`config.mk`:
```
export PLATFORM = sky130hd
export DESIGN_NAME = alg_frame_cmd_gen
export DESIGN_NICKNAME = d
export VERILOG_FILES = /design/src/rtl/alg_cmd_pkg.sv /design/src/rtl/alg_edge_detect.sv /design/src/rtl/alg_frame_cmd_gen.sv
export SDC_FILE = /design/constraint.sdc
export NUM_CORES = 1
export LEC_CHECK = 0
export ABC_CLOCK_PERIOD_IN_PS = 4000
export CORE_UTILIZATION = 42
export CTS_CLUSTER_DIAMETER = 120
export CTS_CLUSTER_SIZE = 8
export DETAILED_ROUTE_END_ITERATION = 6
export GPL_TIMING_DRIVEN = 1
export PLACE_DENSITY = 0.82
export SYNTH_ARGS = -nofsm -noshare
export SYNTH_HDL_FRONTEND = slang
export SYNTH_HIERARCHICAL = 1
export SYNTH_SLANG_ARGS = --single-unit
export TNS_END_PERCENT = 100
```
`constraint.sdc`:
```
create_clock -name clk -period 4 [get_ports clk]
set_input_delay 0.4 -clock clk [delete_from_list [all_inputs] [get_ports clk]]
set_output_delay 0.4 -clock clk [all_outputs]
set_load 0.01 [all_outputs]
```
`src/rtl/alg_cmd_pkg.sv`:
```
// Shared types and command packing for the algorithm frame-ring MM2S command generator.
package alg_cmd_pkg;

  typedef enum logic [1:0] {
    IDLE       = 2'd0,
    ISSUE      = 2'd1,
    LINE_DONE  = 2'd2,
    FRAME_DONE = 2'd3
  } state_e;

  localparam int CMD_W = 72;
  localparam int BTT_W = 23;

  // DataMover command: reserved, address, DRR=0, EOF=1, DSA=0, INCR=1, BTT
  function automatic logic [CMD_W-1:0] pack_cmd(input logic [31:0] addr,
                                                input logic [BTT_W-1:0] btt);
    return {8'd0, addr, 1'b0, 1'b1, 6'd0, 1'b1, btt};
  endfunction

endpackage

```
`src/rtl/alg_edge_detect.sv`:
```
// Registered rising-edge detector producing a one-cycle pulse.
module alg_edge_detect (
  input  logic clk,
  input  logic rst,
  input  logic sig,
  output logic pulse
);

  logic sig_d_r;
  logic pulse_r;

  // Delay the input and flag a low-to-high transition
  always_ff @(posedge clk or posedge rst) begin
    if (rst) begin
      sig_d_r <= 1'b0;
      pulse_r <= 1'b0;
    end else begin
      sig_d_r <= sig;
      pulse_r <= sig & ~sig_d_r;
    end
  end

  assign pulse = pulse_r;

endmodule

```
`src/rtl/alg_frame_cmd_gen.sv`:
```
// Issues one MM2S line-read command per channel, round-robin, for every line of
// the oldest NUM_CH-frame window in the frame ring, then slides the window.
module alg_frame_cmd_gen
  import alg_cmd_pkg::*;
#(
  parameter int NUM_CH      = 2,
  parameter int NUM_SLOT    = 4,
  parameter int IMG_STRIDE  = 1024*1025,
  parameter int LINE_STRIDE = 1024,
  parameter int LINE_BYTES  = 1024,
  parameter int NUM_LINE    = 1024,
  parameter int CACHE_WIDTH = 29
) (
  input  logic                             clk,
  input  logic                             rst,
  input  logic [31:0]                      base_addr,
  input  logic                             load_addr,
  input  logic                             frame_store,
  input  logic [1:0]                       frame_type,
  output logic [NUM_CH*CMD_W-1:0]          m_axis_mm2s_cmd_tdata,
  output logic [NUM_CH-1:0]                m_axis_mm2s_cmd_tvalid,
  input  logic [NUM_CH-1:0]                m_axis_mm2s_cmd_tready,
  output logic [1:0]                       frame_type_o,
  output logic [$clog2(NUM_SLOT+1)-1:0]    frames_avail,
  output logic                             busy,
  output logic                             lost_read,
  output logic                             overflow
);

  localparam int SLOT_W  = (NUM_SLOT > 1) ? $clog2(NUM_SLOT) : 1;
  localparam int AVAIL_W = $clog2(NUM_SLOT+1);
  localparam int CH_W    = (NUM_CH > 1) ? $clog2(NUM_CH) : 1;
  localparam int LINE_W  = (NUM_LINE > 1) ? $clog2(NUM_LINE) : 1;
  localparam logic [31:0] LOW_MASK = (CACHE_WIDTH >= 32) ? 32'hFFFF_FFFF :
                                     ((32'd1 << CACHE_WIDTH) - 32'd1);
  localparam logic [BTT_W-1:0]   BTT        = BTT_W'(LINE_BYTES);
  localparam logic [AVAIL_W-1:0] AVAIL_FULL = AVAIL_W'(NUM_SLOT);
  localparam logic [AVAIL_W-1:0] AVAIL_CH   = AVAIL_W'(NUM_CH);
  localparam logic [CH_W-1:0]    CH_LAST    = CH_W'(NUM_CH - 1);
  localparam logic [LINE_W-1:0]  LINE_LAST  = LINE_W'(NUM_LINE - 1);

  function automatic logic [SLOT_W-1:0] slot_inc(input logic [SLOT_W-1:0] s);
    if (s == SLOT_W'(NUM_SLOT - 1)) return {SLOT_W{1'b0}};
    else                            return s + SLOT_W'(1);
  endfunction

  function automatic logic [31:0] slot_offset(input logic [SLOT_W-1:0] rd, input int c);
    logic [31:0] idx;
    idx = (32'(rd) + 32'(c)) % 32'(NUM_SLOT);
    return idx * 32'(IMG_STRIDE);
  endfunction

  logic                load_pulse_s, store_pulse_s;
  logic                bg_store_s, load_apply_s, start_s, retire_s;
  logic [1:0]          ftype_smp_r, frame_type_r;
  logic [31:0]         base_addr_r, base_hi_r;
  logic                load_pend_r;
  logic [SLOT_W-1:0]   wr_slot_r, rd_slot_r, wr_base_s, wr_slot_nx_s, rd_slot_nx_s;
  logic [AVAIL_W-1:0]  avail_r, avail_base_s, avail_nx_s;
  logic                overflow_r, lost_read_r, clr_seen_r;
  logic                overflow_nx_s, lost_read_nx_s, clr_seen_nx_s;
  state_e              state_r;
  logic [CH_W-1:0]     ch_r;
  logic [LINE_W-1:0]   line_cnt_r;
  logic [31:0]         addr_r [NUM_CH];

  alg_edge_detect u_load_edge (.clk(clk), .rst(rst), .sig(load_addr),   .pulse(load_pulse_s));
  alg_edge_detect u_store_edge(.clk(clk), .rst(rst), .sig(frame_store), .pulse(store_pulse_s));

  assign bg_store_s   = store_pulse_s && (ftype_smp_r == 2'b00);
  assign load_apply_s = load_pend_r && (state_r == IDLE);
  assign start_s      = (state_r == IDLE) && !load_pend_r && (avail_r >= AVAIL_CH);
  assign retire_s     = (state_r == FRAME_DONE) && !clr_seen_r;

  // Next ring pointers, frame count and sticky flags; background store wins over retirement
  always_comb begin
    wr_base_s      = load_apply_s ? {SLOT_W{1'b0}} : wr_slot_r;
    rd_slot_nx_s   = rd_slot_r;
    avail_base_s   = avail_r;
    if (load_apply_s) begin
      rd_slot_nx_s = {SLOT_W{1'b0}};
      avail_base_s = {AVAIL_W{1'b0}};
    end else if (retire_s) begin
      rd_slot_nx_s = slot_inc(rd_slot_r);
      avail_base_s = avail_r - AVAIL_W'(1);
    end else begin
      rd_slot_nx_s = rd_slot_r;
      avail_base_s = avail_r;
    end
    wr_slot_nx_s   = wr_base_s;
    avail_nx_s     = avail_base_s;
    overflow_nx_s  = overflow_r;
    lost_read_nx_s = lost_read_r;
    if (store_pulse_s) begin
      wr_slot_nx_s = slot_inc(wr_base_s);
      if (bg_store_s) begin
        rd_slot_nx_s   = wr_base_s;
        avail_nx_s     = AVAIL_W'(1);
        lost_read_nx_s = lost_read_r || (state_r != IDLE) || (avail_r >= AVAIL_CH);
      end else begin
        avail_nx_s    = (avail_base_s == AVAIL_FULL) ? avail_base_s : avail_base_s + AVAIL_W'(1);
        overflow_nx_s = overflow_r || (avail_base_s == AVAIL_FULL);
      end
    end else begin
      wr_slot_nx_s = wr_base_s;
    end
    if (state_r == FRAME_DONE) begin
      clr_seen_nx_s = 1'b0;
    end else if (bg_store_s && ((state_r != IDLE) || start_s)) begin
      clr_seen_nx_s = 1'b1;
    end else begin
      clr_seen_nx_s = clr_seen_r;
    end
  end

  // Ring bookkeeping registers, base capture and pending-load tracking
  always_ff @(posedge clk or posedge rst) begin
    if (rst) begin
      wr_slot_r    <= {SLOT_W{1'b0}};
      rd_slot_r    <= {SLOT_W{1'b0}};
      avail_r      <= {AVAIL_W{1'b0}};
      overflow_r   <= 1'b0;
      lost_read_r  <= 1'b0;
      clr_seen_r   <= 1'b0;
      load_pend_r  <= 1'b0;
      base_addr_r  <= 32'd0;
      ftype_smp_r  <= 2'b00;
      frame_type_r <= 2'b00;
    end else begin
      wr_slot_r   <= wr_slot_nx_s;
      rd_slot_r   <= rd_slot_nx_s;
      avail_r     <= avail_nx_s;
      overflow_r  <= overflow_nx_s;
      lost_read_r <= lost_read_nx_s;
      clr_seen_r  <= clr_seen_nx_s;
      ftype_smp_r <= frame_type;
      if (load_pulse_s) begin
        load_pend_r <= 1'b1;
        base_addr_r <= base_addr;
      end else if (load_apply_s) begin
        load_pend_r <= 1'b0;
      end
      if (store_pulse_s) frame_type_r <= ftype_smp_r;
    end
  end

  // Command sequencer: window latch, per-channel issue, line and frame stepping
  always_ff @(posedge clk or posedge rst) begin
    if (rst) begin
      state_r    <= IDLE;
      ch_r       <= {CH_W{1'b0}};
      line_cnt_r <= {LINE_W{1'b0}};
      base_hi_r  <= 32'd0;
      for (int c = 0; c < NUM_CH; c++) addr_r[c] <= 32'd0;
    end else begin
      case (state_r)
        IDLE: begin
          if (start_s) begin
            state_r   <= ISSUE;
            ch_r      <= {CH_W{1'b0}};
            base_hi_r <= base_addr_r & ~LOW_MASK;
            for (int c = 0; c < NUM_CH; c++) addr_r[c] <= base_addr_r + slot_offset(rd_slot_r, c);
          end
        end
        ISSUE: begin
          if (m_axis_mm2s_cmd_tready[ch_r]) begin
            if (ch_r == CH_LAST) state_r <= LINE_DONE;
            else                 ch_r    <= ch_r + CH_W'(1);
          end
        end
        LINE_DONE: begin
          for (int c = 0; c < NUM_CH; c++) addr_r[c] <= addr_r[c] + 32'(LINE_STRIDE);
          line_cnt_r <= line_cnt_r + LINE_W'(1);
          if (line_cnt_r == LINE_LAST) begin
            state_r <= FRAME_DONE;
          end else begin
            state_r <= ISSUE;
            ch_r    <= {CH_W{1'b0}};
          end
        end
        FRAME_DONE: begin
          line_cnt_r <= {LINE_W{1'b0}};
          state_r    <= IDLE;
        end
        default: state_r <= IDLE;
      endcase
    end
  end

  for (genvar c = 0; c < NUM_CH; c++) begin : g_ch
    assign m_axis_mm2s_cmd_tvalid[c] = (state_r == ISSUE) && (ch_r == CH_W'(c));
    assign m_axis_mm2s_cmd_tdata[c*CMD_W +: CMD_W] =
      pack_cmd(base_hi_r | (addr_r[c] & LOW_MASK), BTT);
  end

  assign frame_type_o = frame_type_r;
  assign frames_avail = avail_r;
  assign busy         = (state_r != IDLE);
  assign lost_read    = lost_read_r;
  assign overflow     = overflow_r;

endmodule

```
==> summary.txt <==
Status
  – Status: completed

CTS
  – CTS buffer count: 17
  – Hold_buf cts: 0
  – Clock sink count: 115
  – Post-CTS Setup Bufs: 0
  – CTS root buf: clkbuf_16
  – Clk_lat worst skew: 410 ps
  – Post-CTS Resized: 0
  – CTS H-tree depth: 4
  – Max clock buf depth: 2
  – CTS tree: yes
  – Clock transition at path regs: 50 ps

Global route
  – Global-route wire length before repair: 26,570 µm
  – Overall Global Routing Usage: 20.17%
  – Largest net degree at the start of global routing: 72
  – GR Overflow Total: 0
  – Initial antenna violation count: 0
  – Vias in the first global route: 5,152

Synth
  – Post-synth ARST share: 100.0%
  – Main area contributors after synthesis: dfrtp_1 41%, buf_4 10%, mux2_2 6.3%
  – Top cells by count, synth: 115 x dfrtp_1, 97 x buf_4, 89 x nand2_1
  – Top_reg_cell synth: dfrtp_1
  – Post-synth EDFFs: 0
  – Synth Cell Area: 6978 µm²
  – Post-Syn Instances: 735
  – Avg Cell Area, Syn: 9.494 µm²
  – Seq cells post-synth: 115
  – Top-count cell post-synth: dfrtp_1
  – Yosys top cell area share: 41.24%
  – YS warnings: 6
  – Synth area leader: dfrtp_1
  – Unique masters post-synth: 67
  – Share of the yosys chip area belonging to registers: 41.24%

Timing
  – Fin crit share: 68.85%
  – Slew @ Worst Pin: 894.1 ps
  – RSZ-0062 raised after global routing: no
  – Max Slew Vio Count: 0
  – Final TNS setup: 0 ps
  – Max Clk Rate: 363.1 MHz
  – Final hold violations: 0
  – Clock skew: 9.724 ps
  – Final min period: 2754 ps
  – Final setup fails: 0
  – Worst rel slew slack: 40.39%

Cells and area
  – Fraction of layout cells with a size suffix above 1: 11.60%
  – Fin util: 52.94%
  – Final #Nets: 880
  – Fin area: 8501 µm²
  – P&R area growth vs syn: 21.82%
  – Ant diodes: 0

Floorplanning
  – Die ar.: 17,130 µm²
  – Row count: 46
  – DIE WIDTH: 130.9 µm
  – Ports: 194
  – Initial Util: 43.45%
  – Core area: 16,060 µm²
  – Die Span Y: 130.9 µm

Critical path
  – FF-to-FF End: addr_r[51]
  – WS Path Type: flop to flop
  – Worst reg2reg path depth: 7
  – CP arrival: 3050 ps
  – Crit path launch type: flop
  – R2R setup slack: 1250 ps
  – Reg2reg start: frames_avail[0]
  – Max FO, Critical Path: 36
  – Crit-path cells: inv_1 > ha_1 > nor3_1 > or3_1 > buf_4 > nor2_1 > a311oi_1
  – Critical Path Sink Type: flop
  – Max stage delay on crit path: 550 ps
  – Crit path launch: frames_avail[0]
  – Worst Path Required: 4290 ps
  – Slowest CP cell: nor3_1

Route
  – M1 wire length: 7161 µm
  – Met3 WL post-DR: 1260 µm
  – DRC violations left: 0
  – WL per Instance: 16.03 µm
  – Drt initial violations: 470
  – TritonRoute pass-1 iters: 5
  – Post-Route WL: 16,870 µm
  – Vias: 5,508
  – Detail Route Antenna Nets: 0
  – Met2 wire length: 8239 µm
  – Vias per cell: 5.236
  – Max layer used: met4

Worst hold path
  – Min-Delay Path Class: primary input to asynchronous set/reset pin

Placed design
  – Routability Congestion: 0.8513
  – HPWL after DPL: 11,930 µm
  – Post-place instance area: 7875 µm²
  – Buffers on Ports: 113

Run
  – Max_cap viols: 0

Power
  – Cell Pwr Density: 735.5 nW/µm²
  – VDD IR-drop max: 0.4126 mV
  – Leakage: 3.614 nW
## report_power, final
group          total, W  switching, W  internal (W)
logic           0.00258       0.00133       0.00125
registers       0.00206      0.000522       0.00154
clock network   0.00160      0.000551       0.00105
## layout by cell type, fill, tap and decap left out, types with 3 or more instances in the layout
cell,instances
a21oi_1,28
clkinvlp_4,5
nor2b_1,6
and2_1,5
and4_1,5
mux2i_1,5
a31oi_1,4
a21oi_2,3
a311oi_1,5
xor2_1,20
o22ai_1,6
mux2_2,39
o211ai_1,6
nand2b_1,6
and3_1,6
nor4_1,6
bufinv_16,4
clkdlybuf4s50_1,113
a211oi_1,7
dfrtp_1,115
nor2_1,47
ha_1,15
nand2_1,89
nor3_1,16
clkbuf_16,17
clkinv_2,4
buf_4,5
nand4_1,15
a21o_1,3
or3_1,4
nand3_1,23
inv_1,22
o32ai_1,3
xnor2_1,25
o21ai_0,25
conb_1,80
## registers in the layout, indices dropped and copies added (netlist names)
name                  cells
rd_slot_r                 2
u_load_edge/sig_d_r       1
base_hi_r                 3
line_cnt_r               10
u_store_edge/pulse        1
clr_seen_r                1
frame_type_o              2
wr_slot_r                 2
frames_avail              3
overflow                  1
lost_read                 1
load_pend_r               1
state_r                   2
ch_r                      1
u_store_edge/sig_d_r      1
ftype_smp_r               2
addr_r                   48
base_addr_r              32
u_load_edge/pulse         1
## kinds of logic (layout without fill, tap and decap cells)
logic type,Yosys count,in the layout,synth area share (%)
AOI/OAI and AO/OA,118,118,11.73
xor gates and xnor gates,45,45,5.648
adders and majority gates,17,17,3.263
buffers and inverters,151,174,13.61
DFF,115,115,41.24
muxes,44,44,7.011
other,2,80,0.1076
and+or+nand+nor,243,243,17.39
## through the flow
stage / setup slack [ps] / cells / total power [W] / hold slack [ps]
2_1_floorplan: 669.3 / 813 / 0.003589 / 141.2
3_3_place_gp: 1437 / 1020 / 0.004534 / 431.2
3_5_place_dp: 1340 / 1020 / 0.004621 / 434.8
4_1_cts: 1296 / 1052 / 0.006262 / 237.1
5_1_grt: 1071 / 1052 / 0.006626 / 275.7
6_report: 1246 / 1052 / 0.006253 / 240.8
## routing by layer
layer  vias to the layer above  GRT usage [%]
met1                      2657          26.10
met2                       268          33.49
li1                       2564              -
met3                        19          4.235
met4                         0          6.964
met5                         -              0
## critical path: cells and delay by family, from the launching register on
family / cells / cell delay [ps]
and+or+nand+nor: 3 / 1180
DFF: 1 / 370
buffers and inverters: 2 / 550
AOI/OAI and AO/OA: 1 / 310
adders and majority gates: 1 / 210
## layout make-up
class / count / area (µm²)
fillers: 1382 / 7557
clock buffers: 18 / 439.2
multi-input cells: 547 / 3450
clock inverters: 14 / 186.4
flip-flops and latches: 115 / 2878
well taps: 216 / 270.3
inverters: 23 / 88.84
repair buffers: 119 / 1189
## how the worst max path moves through the flow
stage,end
2_1_floorplan,addr_r[10]
5_1_grt,addr_r[51]
3_3_place_gp,addr_r[23]
3_5_place_dp,addr_r[59]
6_report,addr_r[51]
4_1_cts,addr_r[51]
No activity file was read; power rests on OpenSTA's default activity.
